File: src/rtl/nibble_deser_if.sv
// Handshake/serial bundle for nibble_deser: the receiver (slave) takes serial input,
// and the producer/consumer side (master) drives serial data and accepts nibbles.
interface nibble_deser_if;
    logic       sin;
    logic       sen;
    logic       q_ready;
    logic [0:3] q;
    logic       q_valid;
    logic       par_err;
    logic       ovr;
    logic       busy;

    modport master (
        output sin, sen, q_ready,
        input  q, q_valid, par_err, ovr, busy
    );

    modport slave (
        input  sin, sen, q_ready,
        output q, q_valid, par_err, ovr, busy
    );
endinterface

File: src/rtl/nibble_deser.sv
// Serial-to-parallel nibble receiver: start bit, four data bits and an optional even-parity
// bit; the nibble is presented on a [0:3] register with valid/ready, parity and overrun status.
module nibble_deser #(
    parameter int unsigned PARITY      = 1,
    parameter bit          START_LEVEL = 1'b0
) (
    input  logic           clk,
    input  logic           rst,
    nibble_deser_if.slave  bus_io
);

    typedef enum logic [1:0] {StIdle, StData, StPar} state_e;

    state_e     state_q, state_d;
    logic [1:0] cnt_q, cnt_d;
    logic [0:3] shift_q, shift_d;
    logic       complete;
    logic       par_bit;
    logic       new_perr;

    logic [0:3] q_q, q_d;
    logic       q_valid_q, q_valid_d;
    logic       par_err_q, par_err_d;
    logic       ovr_q, ovr_d;

    always_ff @(posedge clk or posedge rst) begin
        if (rst) begin
            state_q <= StIdle;
            cnt_q   <= 2'd0;
            shift_q <= 4'b0000;
        end else begin
            state_q <= state_d;
            cnt_q   <= cnt_d;
            shift_q <= shift_d;
        end
    end

    always_comb begin
        state_d  = state_q;
        cnt_d    = cnt_q;
        shift_d  = shift_q;
        complete = 1'b0;
        par_bit  = 1'b0;
        if (bus_io.sen) begin
            unique case (state_q)
                StIdle: begin
                    if (bus_io.sin == START_LEVEL) begin
                        state_d = StData;
                        cnt_d   = 2'd0;
                    end
                end
                StData: begin
                    shift_d[cnt_q] = bus_io.sin;
                    cnt_d          = cnt_q + 2'd1;
                    if (cnt_q == 2'd3) begin
                        if (PARITY != 0) begin
                            state_d = StPar;
                        end else begin
                            state_d  = StIdle;
                            complete = 1'b1;
                        end
                    end
                end
                StPar: begin
                    par_bit  = bus_io.sin;
                    state_d  = StIdle;
                    complete = 1'b1;
                end
                default: state_d = StIdle;
            endcase
        end
    end

    // shift_d already holds the final data bit when completing straight from StData.
    always_comb begin
        new_perr  = (PARITY != 0) ? ((^shift_d) ^ par_bit) : 1'b0;
        q_d       = q_q;
        q_valid_d = q_valid_q;
        par_err_d = par_err_q;
        ovr_d     = ovr_q;
        if (complete) begin
            if (!q_valid_q || bus_io.q_ready) begin
                q_d       = shift_d;
                par_err_d = new_perr;
                q_valid_d = 1'b1;
            end else begin
                ovr_d = 1'b1;
            end
        end else if (q_valid_q && bus_io.q_ready) begin
            q_valid_d = 1'b0;
        end
    end

    always_ff @(posedge clk or posedge rst) begin
        if (rst) begin
            q_q       <= 4'b0000;
            q_valid_q <= 1'b0;
            par_err_q <= 1'b0;
            ovr_q     <= 1'b0;
        end else begin
            q_q       <= q_d;
            q_valid_q <= q_valid_d;
            par_err_q <= par_err_d;
            ovr_q     <= ovr_d;
        end
    end

    assign bus_io.q       = q_q;
    assign bus_io.q_valid = q_valid_q;
    assign bus_io.par_err = par_err_q;
    assign bus_io.ovr     = ovr_q;
    assign bus_io.busy    = (state_q != StIdle);

endmodule

File: src/flat_wrapper.sv
// flat-port wrapper written by rule: the top's interface ports become plain ports
module nibble_deser_flat 
#(
    parameter int unsigned PARITY      = 1,
    parameter bit          START_LEVEL = 1'b0
)
  (clk, rst, bus_io_sin, bus_io_sen, bus_io_q_ready, bus_io_q, bus_io_q_valid, bus_io_par_err, bus_io_ovr, bus_io_busy);
  nibble_deser_if bus_io_i ();
  input  logic clk;
  input  logic rst;
  input wire logic [$bits(bus_io_i.sin)-1:0] bus_io_sin;
  input wire logic [$bits(bus_io_i.sen)-1:0] bus_io_sen;
  input wire logic [$bits(bus_io_i.q_ready)-1:0] bus_io_q_ready;
  output wire logic [$bits(bus_io_i.q)-1:0] bus_io_q;
  output wire logic [$bits(bus_io_i.q_valid)-1:0] bus_io_q_valid;
  output wire logic [$bits(bus_io_i.par_err)-1:0] bus_io_par_err;
  output wire logic [$bits(bus_io_i.ovr)-1:0] bus_io_ovr;
  output wire logic [$bits(bus_io_i.busy)-1:0] bus_io_busy;
  assign bus_io_i.sin = bus_io_sin;
  assign bus_io_i.sen = bus_io_sen;
  assign bus_io_i.q_ready = bus_io_q_ready;
  assign bus_io_q = bus_io_i.q;
  assign bus_io_q_valid = bus_io_i.q_valid;
  assign bus_io_par_err = bus_io_i.par_err;
  assign bus_io_ovr = bus_io_i.ovr;
  assign bus_io_busy = bus_io_i.busy;
  nibble_deser #(.PARITY(PARITY), .START_LEVEL(START_LEVEL)) u_core (.clk(clk), .rst(rst), .bus_io(bus_io_i));
endmodule
File: config.mk
export PLATFORM = sky130hd
export DESIGN_NAME = nibble_deser_flat
export DESIGN_NICKNAME = d
export VERILOG_FILES = /design/src/rtl/nibble_deser_if.sv /design/src/rtl/nibble_deser.sv /design/src/flat_wrapper.sv
export SDC_FILE = /design/constraint.sdc
export NUM_CORES = 1
export LEC_CHECK = 0
export ABC_AREA = 1
export ABC_CLOCK_PERIOD_IN_PS = 1500
export CORE_UTILIZATION = 40
export CTS_CLUSTER_DIAMETER = 80
export DETAILED_ROUTE_END_ITERATION = 10
export PLACE_DENSITY = 0.66
export SETUP_SLACK_MARGIN = 0.3
export SYNTH_ARGS = -nofsm -noshare
export SYNTH_HDL_FRONTEND = slang
export SYNTH_SLANG_ARGS = --single-unit
File: constraint.sdc
create_clock -name clk -period 1.5 [get_ports clk]
set_clock_uncertainty 0.15 [all_clocks]
set_input_delay 0.225 -clock clk [delete_from_list [all_inputs] [get_ports clk]]
set_output_delay 0.225 -clock clk [all_outputs]
set_load 0.02 [all_outputs]
==> results_dict.tcl <==
set metrics [dict create \
    vias 806 \
    crit_type "flop to flop" \
    synth_cell_types 19 \
    die_w_um 46.7 \
    num_rows 15 \
    postPlaceCellArea_um2 1060 \
    port_buffers 12 \
    crit_path_start_kind "flop" \
    cp-end-kind "flop" \
    cts_buffers 3 \
    cp.required_ns 1.58 \
    rrSetupSlack_ns -0.22 \
    p_leak_nw 0.679 \
    peakVddDrop_mv 1.01 \
    ys_ff_latch 15 \
    design.core.area_um2 1800 \
    ant_nets 0 \
    max_freq_ghz 0.581 \
    slowest_stage "dfrtp_2" \
    cts_root_buffer "clkbuf_4" \
    grt_pass1_wl_mm 2.79 \
    tightest_slew_ns 0.291 \
    p_total_mw 2.36 \
    fin_crit_sh_pct 115 \
    max_slew_margin_pct 80.6 \
    cts_tree "yes" \
    powerDensity_nw_per_um2 1740 \
    grt_max_degree 10 \
    wl_per_cell_um 12.8 \
    setup_viol_count_final 6 \
    drtIter0Drc 10 \
    grt_pass1_vias 701 \
    fin_area_um2 1360 \
    drcViolationCount 0 \
    drive_above_1_share_pct 61.3 \
    post-route-min-period_ns 1.72 \
    fin_tns_setup_ns -0.597 \
    wl_mm 2.14 \
    dieArea_um2 2180 \
    place_congestion 0.761 \
    area_growth_pct 69.7 \
    worstPathMaxFanout 3 \
    arrival_ns 1.80 \
    clk_pin_slew_ns 0.10 \
    fin_ws_ns -0.221 \
    max-clock-path-buffers 2 \
    syn_nets 107 \
    num_io_pins 13 \
    diodes 0 \
    synth_area_um2 798 \
    clock_latency_ns 0.29 \
    holdCritPathClass "primary input to asynchronous set/reset pin" \
    critPathMaxStageDelay_ns 0.48 \
    violations "setup timing" \
    grt_overflow 0 \
    reg2regPathDepth 12 \
    clock-sinks 15 \
    cts-htree-levels 1 \
    rsz0062_at_grt "true" \
    outcome "complete, but fails checks" \
    cpMostUsedCell "nand2_2" \
    path_cells "inv_4 -> ha_4 -> nand2_1 -> nor2_1 -> nand2_1 -> nand2_2 -> inv_2 -> nand2_2 -> nand2_2 -> nand2_2 -> nand2_2 -> a21oi_2" \
    syn_avg_cell_area_um2 8.15 \
    synth-seq-area-share_pct 47.0 \
    max-cap-violations 0 \
    vias_per_cell 4.83 \
    fin_nets 152 \
    r2r-end "u_core.bus_io.par_err$_DFFE_PP0P_" \
    synthCells 98 \
    antenna_found_initial 0 \
    hold_viol 0 \
    yosysWarnings 0 \
    firstDrtPassIters 4 \
    grt_usage_pct 18.4 \
    start_util_pct 44.3 \
    dp_hpwl_mm 1.23 \
    drv_slew 0 \
    die_y_um 46.7 \
    reg2reg_from "u_core.cnt_q[0]$_DFFE_PP0P_" \
]
[power by group]
part	leakage, nW	switching [mW]	internal [mW]	total [mW]
sequential	0.182	0.139	0.562	0.701
combinational	0.479	0.706	0.711	1.42
clock	0.0177	0.147	0.0994	0.246
[synth_stat cells, drive strengths merged]
cell type	n	area share, %
a21o	1	0.94
a21oi	2	1.7
buf	1	0.94
dfrtp	15	47
ha	4	6.3
inv	16	7.5
nand2	36	19
nand3	4	3.1
nand4	1	0.78
nor2	6	3.8
nor3	1	1.3
o21ai	8	5.0
o21bai	3	2.8
[per-layer routing]
| metal | up-vias | global-route usage [%] | share of wire [%] |
|---|---|---|---|
| met5 | - | 0 | 0 |
| met4 | 0 | 7.43 | 2.9 |
| met3 | 6 | 2.35 | 3.3 |
| met2 | 21 | 29.7 | 51 |
| met1 | 382 | 24.5 | 43 |
| li1 | 397 | - | - |
[critical path: cells and delay by family, from the launching register on]
family | cells | cell delay (ns)
and+or+nand+nor | 8 | 0.64
AOI/OAI and AO/OA | 1 | 0.12
DFF | 1 | 0.48
buffers and inverters | 2 | 0.15
adders and majority gates | 1 | 0.12
[cell families (layout without fill, tap and decap cells)]
kind of cell	count (synthesis)	count (layout)	synth area share [%]
compound gates	14	14	10.5
fa+ha+maj	4	4	6.27
flops	15	15	47.0
buf+inv	17	60	8.46
simple gates	48	49	27.7
[sequential cells by signal, summed over array words and instances (netlist names)]
register / cells
u_core.cnt_q: 2
u_core.bus_io.q: 4
u_core.bus_io.ovr: 1
u_core.bus_io.q_valid: 1
u_core.shift_q: 4
u_core.state_q: 2
u_core.bus_io.par_err: 1
[through the flow]
step	util (%)	instances	hold slack, ns	setup WS (ns)
finish	75.2	167	0.0120	-0.221
global route	75.2	167	0.0353	-0.369
global placement	58.6	148	0.287	-0.302
CTS	64.5	159	0.0135	-0.0751
floorplan	-	98	-0.0236	0.0464
detailed placement	58.6	148	0.303	-0.365
[timing repair]
| item | in CTS | in global routing |
|---|---|---|
| hold buffers | 0 | 0 |
| endpoints found under the setup margin | 22 | 23 |
| setup buffers | 6 | 8 |
| cloned | 1 | 0 |
| gates resized for setup | 58 | 40 |
| pin swaps | 5 | 20 |
[worst max-delay path by stage]
stage	start	to	slack [ns]	cells after the start
6_report	u_core.cnt_q[0]$_DFFE_PP0P_	u_core.bus_io.par_err$_DFFE_PP0P_	-0.22	12
5_1_grt	u_core.cnt_q[0]$_DFFE_PP0P_	u_core.bus_io.par_err$_DFFE_PP0P_	-0.37	12
4_1_cts	u_core.cnt_q[0]$_DFFE_PP0P_	u_core.bus_io.par_err$_DFFE_PP0P_	-0.08	10
3_5_place_dp	bus_io_sen	u_core.bus_io.par_err$_DFFE_PP0P_	-0.36	12
3_3_place_gp	bus_io_sen	u_core.bus_io.par_err$_DFFE_PP0P_	-0.30	12
2_1_floorplan	u_core.cnt_q[0]$_DFFE_PP0P_	u_core.bus_io.par_err$_DFFE_PP0P_	0.05	11
[layout make-up]
cell class	instances	area, um^2
sequential	15	380
inverter	16	65.1
tap	25	31.3
fill	126	447
multi-input combinational	67	499
clock buffer	3	22.5
clock inverter	1	5.00
timing repair buffer	40	352
[placed cells by master (no fill, tap or decap), drive strengths merged]
master	count
clkdlybuf4s50	3
dlygate4sd2	1
a21oi	2
o21ai	8
o21bai	3
inv	16
nand3	4
nor3	1
nand2	37
dfrtp	15
nor2	6
clkinv	1
nand4	1
ha	4
buf	36
a21o	1
clkbuf	3
No activity file was read; power rests on OpenSTA's default activity.
